<file path="config.mk">
export PLATFORM = sky130hd
export DESIGN_NAME = sum_pipe
export DESIGN_NICKNAME = d
export VERILOG_FILES = /design/src/rtl/sum_pipe.sv
export SDC_FILE = /design/constraint.sdc
export NUM_CORES = 1
export LEC_CHECK = 0
export ABC_CLOCK_PERIOD_IN_PS = 1200
export CAP_MARGIN = 15
export CORE_MARGIN = 2
export CORE_UTILIZATION = 35
export DETAILED_ROUTE_END_ITERATION = 10
export GPL_ROUTABILITY_DRIVEN = 1
export GPL_TIMING_DRIVEN = 1
export PLACE_DENSITY = 0.54
export SLEW_MARGIN = 10
export SYNTH_ARGS = -nofsm -noshare
export SYNTH_HDL_FRONTEND = slang
export SYNTH_SLANG_ARGS = --single-unit
</file>
<file path="constraint.sdc">
create_clock -name i_clk -period 1.2 [get_ports i_clk]
set_input_delay 0.18 -clock i_clk [delete_from_list [all_inputs] [get_ports i_clk]]
set_output_delay 0.18 -clock i_clk [all_outputs]
set_load 0.01 [all_outputs]
</file>
<file path="src/rtl/sum_pipe.sv">
// -----------------------------------------------------------------------------
// sum_pipe -- pipelined segmented carry-increment adder
//
// Computes o_sum = i_data + i_carry over WIDTH bits. The word is split into
// NSEG = WIDTH/SEG segments; pipeline stage s (0-based) adds the incoming
// carry into segment s only and registers the carry out of that segment for
// the next stage. A result therefore appears NSEG cycles after acceptance.
//
// Parameters
//   WIDTH  operand width in bits (multiple of SEG)
//   SEG    segment width in bits (1..WIDTH)
//   NSEG   derived number of stages, WIDTH/SEG (not overridable)
//
// Ports
//   i_clk    clock, rising edge
//   i_rst_n  asynchronous active-low reset
//   i_valid  operand valid             o_ready  operand accepted this cycle
//   i_data   operand (WIDTH)           i_carry  increment / carry-in
//   o_valid  result valid              i_ready  downstream takes the result
//   o_sum    result (WIDTH)            o_carry  carry out of the MSB segment
//
// Handshake: an operand is transferred when i_valid && o_ready, a result is
// transferred when o_valid && i_ready. o_ready is combinational from o_valid
// and i_ready: the whole pipeline advances when the output slot is empty or
// is being consumed, otherwise every stage holds. o_sum/o_carry are stable
// while o_valid && !i_ready. Empty slots travel like full ones.
//
// Optional build macro
//   SUM_PIPE_SAT_EN  when defined, a carry out of the final segment forces
//                    o_sum to all ones (o_carry then flags the overflow).
//                    The mux sits in front of the last stage register, so
//                    latency does not change. Undefined: the sum wraps.
// -----------------------------------------------------------------------------
module sum_pipe #(
   parameter int WIDTH = 24,
   parameter int SEG   = 6
) (
   input  logic             i_clk,
   input  logic             i_rst_n,
   input  logic             i_valid,
   output logic             o_ready,
   input  logic [WIDTH-1:0] i_data,
   input  logic             i_carry,
   output logic             o_valid,
   input  logic             i_ready,
   output logic [WIDTH-1:0] o_sum,
   output logic             o_carry
);

   // Guarded so a bad SEG still elaborates far enough to report the error.
   localparam int NSEG = (SEG < 1) ? 1 : (WIDTH / SEG);

   if (SEG < 1) begin : g_bad_seg
      $error("sum_pipe: SEG (%0d) must be at least 1", SEG);
   end else if ((WIDTH % SEG) != 0) begin : g_bad_width
      $error("sum_pipe: WIDTH (%0d) must be a multiple of SEG (%0d)", WIDTH, SEG);
   end

   logic adv;

   for (genvar s = 0; s < NSEG; s++) begin : g_stage
      // Stage registers
      logic             v_q;
      logic [WIDTH-1:0] d_q;
      logic             c_q;

      // Stage inputs: the external operand for stage 0, the previous stage
      // register otherwise.
      logic             src_v;
      logic [WIDTH-1:0] src_d;
      logic             src_c;

      logic [SEG:0]     seg_sum;
      logic [WIDTH-1:0] nxt_d;
      logic             nxt_c;

      if (s == 0) begin : g_src_in
         assign src_v = i_valid;
         assign src_d = i_data;
         assign src_c = i_carry;
      end else begin : g_src_prev
         assign src_v = g_stage[s-1].v_q;
         assign src_d = g_stage[s-1].d_q;
         assign src_c = g_stage[s-1].c_q;
      end

      // Only segment s is touched here; the other segments pass through.
      // The extra MSB of seg_sum is this segment's carry out, which is 1
      // only for an all-ones segment receiving a carry.
      assign seg_sum = {1'b0, src_d[s*SEG +: SEG]} + {{SEG{1'b0}}, src_c};

      always_comb begin
         nxt_d                = src_d;
         nxt_d[s*SEG +: SEG]  = seg_sum[SEG-1:0];
         nxt_c                = seg_sum[SEG];
`ifdef SUM_PIPE_SAT_EN
         // Overflow out of the top segment clamps the whole word.
         if ((s == NSEG - 1) && seg_sum[SEG]) begin
            nxt_d = {WIDTH{1'b1}};
         end
`endif
      end

      always_ff @(posedge i_clk or negedge i_rst_n) begin
         if (!i_rst_n) begin
            v_q <= 1'b0;
            d_q <= '0;
            c_q <= 1'b0;
         end else if (adv) begin
            v_q <= src_v;
            d_q <= nxt_d;
            c_q <= nxt_c;
         end
      end
   end

   // Full-pipeline stall: nothing moves unless the last slot can be vacated.
   assign adv     = !g_stage[NSEG-1].v_q || i_ready;
   assign o_ready = adv;

   assign o_valid = g_stage[NSEG-1].v_q;
   assign o_sum   = g_stage[NSEG-1].d_q;
   assign o_carry = g_stage[NSEG-1].c_q;

endmodule

</file>
==> results.json <==
{
  "status": "finished, violations left",
  "failed_checks": "setup timing",
  "power_frac_seq": 0.461,
  "p_leak_nw": 2.75,
  "dieArea_sq_mm": 0.0129,
  "dp_cells": 665,
  "crit_type": "reg -> out",
  "netlist_instances": 466,
  "synth_top_area_frac": 0.618,
  "cts_root_buf": "clkbuf_16",
  "drv_slew": 0,
  "dieWidth_microns": 114,
  "place_ws_ns": -0.315,
  "grt_pass1_wl_microns": 13900,
  "ys_ff_latch": 104,
  "fin_ws_ns": -0.0272,
  "synth-async-reset-ratio": 1.00,
  "gp_congestion": 0.727,
  "r2r_cells": 5,
  "avgViaCountPerCell": 4.45,
  "grtUsageTotal": 0.134,
  "final_hold_viol_count": 0,
  "insertion_delay_ns": 0.34,
  "finalCritPeriodShare": 1.02,
  "internal-power_mw": 8.55,
  "power.density_mw_per_mm2": 2260,
  "htreeDepth": 3,
  "syn_area_sq_mm": 0.00421,
  "num_antenna_cells": 0,
  "clkTransAtPathRegs_ns": 0.06,
  "synthDistinctLibCells": 17,
  "wl_per_cell_microns": 12.1,
  "reg2reg_slack_ns": -0.02,
  "antenna_found_initial": 0,
  "p_total_mw": 12.7,
  "yosysMostFrequentCell": "nand2_1",
  "peakVddDrop_mv": 0.759,
  "io_pins": 56,
  "skew_ns": 0.00450,
  "fin_util": 0.474,
  "fp.dieH_microns": 114,
  "coreArea_sq_mm": 0.0119,
  "cp.required_ns": 1.02,
  "ys.warnings.count": 0,
  "num_rows": 40,
  "hold_path_class": "in -> async",
  "grt_pass1_vias": 2946,
  "drc": 0,
  "cts_tree": "done",
  "setup_viol": 2,
  "ys_seq_area_frac": 0.618,
  "syn-num-nets": 503,
  "fmax_mhz": 815,
  "overflow": 0,
  "yosys_most_used_dff": "dfrtp_1",
  "clock_path_buffers": 2,
  "drive_above_1_share": 0.107,
  "yosys.area.top_type": "dfrtp_1",
  "start_util": 0.355,
  "r2r-end": "g_stage[2].d_q[16]",
  "cap_viol_max_count": 0,
  "rsz0062_at_grt": "true",
  "synth-edff-count": 0,
  "vias": 3065,
  "wirelength_microns": 8360,
  "first_pass_iters": 4,
  "slew_headroom": 0.774,
  "fin_cells": 689,
  "synth_area_leaders": "dfrtp_1, nand2_1, ha_1",
  "cp_data_arrival_time_ns": 1.05,
  "fin_nets": 576,
  "areaGrowthSynthToFinish_pct": 33.6,
  "grt_max_degree": 60,
  "synthTopCellsByCount": "nand2_1, dfrtp_1, o21ai_0, nand3_1, buf_2",
  "portBuffers": 55,
  "critPathMaxFanout": 2,
  "cts_inserted_buffers": 9,
  "first_iter_violations": 107,
  "crit_path_end_kind": "output port",
  "sw_frac_of_total": 0.327,
  "start_kind": "flip-flop",
  "postRouteAntennaNets": 0,
  "power_frac_comb": 0.310,
  "clkSinkCount": 104,
  "power_frac_clock": 0.229,
  "reg2reg_from": "g_stage[1].d_q[12]",
  "finalWorstPathRequiredPeriod_ns": 1.23,
  "p_switching_mw": 4.15,
  "place_hpwl_microns": 5140,
  "syn_area_per_cell_sq_um": 9.03,
  "worst_pin_slew_ns": 0.338
}
power groups by stage:
stage	clock, mW	sequential, mW	combinational, mW
finish	2.91	5.86	3.94
global route	3.14	6.07	4.50
CTS	2.99	5.85	3.62
detailed placement	0	5.87	3.77
global placement	0	5.83	3.71
floorplan	0	5.87	1.99
stage by stage:
stage	TNS (ns)	hold slack, ns	area (sq um)
floorplan	0	-0.116	4220
global placement	-20.87	0.112	5070
detailed placement	-21.84	0.112	5070
CTS	-0.0166	0.288	5460
global route	-0.406	0.316	5620
finish	-0.0467	0.286	5620
layer usage:
metal / GRT usage / vias to the layer above / wire, microns
li1: - / 1603 / -
met1: 0.192 / 1397 / 4300
met2: 0.194 / 54 / 3580
met3: 0.0356 / 11 / 330
met4: 0.0561 / 0 / 148
met5: 0 / - / 0
layout by cell type (no fill, tap or decap), types with 4 or more instances in the layout:
cell type	count
nand2_1	268
buf_12	6
o21ai_1	6
clkdlybuf4s15_1	25
xor2_1	8
ha_4	6
or3_1	4
clkdlybuf4s50_1	27
nand3_1	13
a31oi_1	4
nor2_1	4
dfrtp_1	104
clkbuf_16	12
xnor2_1	4
buf_4	15
o21ai_0	14
kinds of logic after synthesis:
logic type / count (synthesis) / synth area share
buffers and inverters: 23 / 0.0312
adder cells (fa/ha/maj): 8 / 0.0238
flip-flops: 104 / 0.618
XOR/XNOR: 12 / 0.0250
AND/OR/NAND/NOR: 295 / 0.272
AO/OA/AOI/OAI: 24 / 0.0297
worst max-delay path: stages, from the launching register on:
cell and delay, ns:
dfrtp_1 0.37, nor2b_4 0.13, inv_2 0.07, buf_2 0.13
repair_timing:
action | in CTS | in global routing
pin swaps | 7 | 5
endpoints found under the hold margin | 19 | 0
setup endpoints to repair | 43 | 46
cloned | 0 | 3
gates resized for setup | 57 | 29
hold buffers | 1 | 0
buffers inserted | 3 | 3
worst max-delay path by stage:
stage                  startpoint                 end  slack [ns]  depth (start not counted)
6_report                  o_valid             o_ready       -0.03                          3
2_1_floorplan  g_stage[1].d_q[12]  g_stage[2].d_q[16]        0.01                          5
5_1_grt        g_stage[2].d_q[18]           o_sum[23]       -0.08                          4
3_3_place_gp              i_ready             o_ready       -0.28                          4
4_1_cts                   o_valid             o_ready      -0.009                          3
3_5_place_dp            i_data[0]   g_stage[0].d_q[4]       -0.32                          6
registers in the layout, summed over array words and instances, names as in the netlist:
name and flops:
g_stage.c_q 3, o_sum 24, g_stage.v_q 3, o_valid 1, o_carry 1, g_stage.d_q 72
layout make-up:
cell class,count,area (sq um)
tap,147,184
inverter,1,3.75
sequential,104,2600
timing repair buffer,84,953
multi-input combinational,339,1580
clock buffer,11,253
fill,1129,6240
clock inverter,3,42.5
No activity file was read; power rests on OpenSTA's default activity.
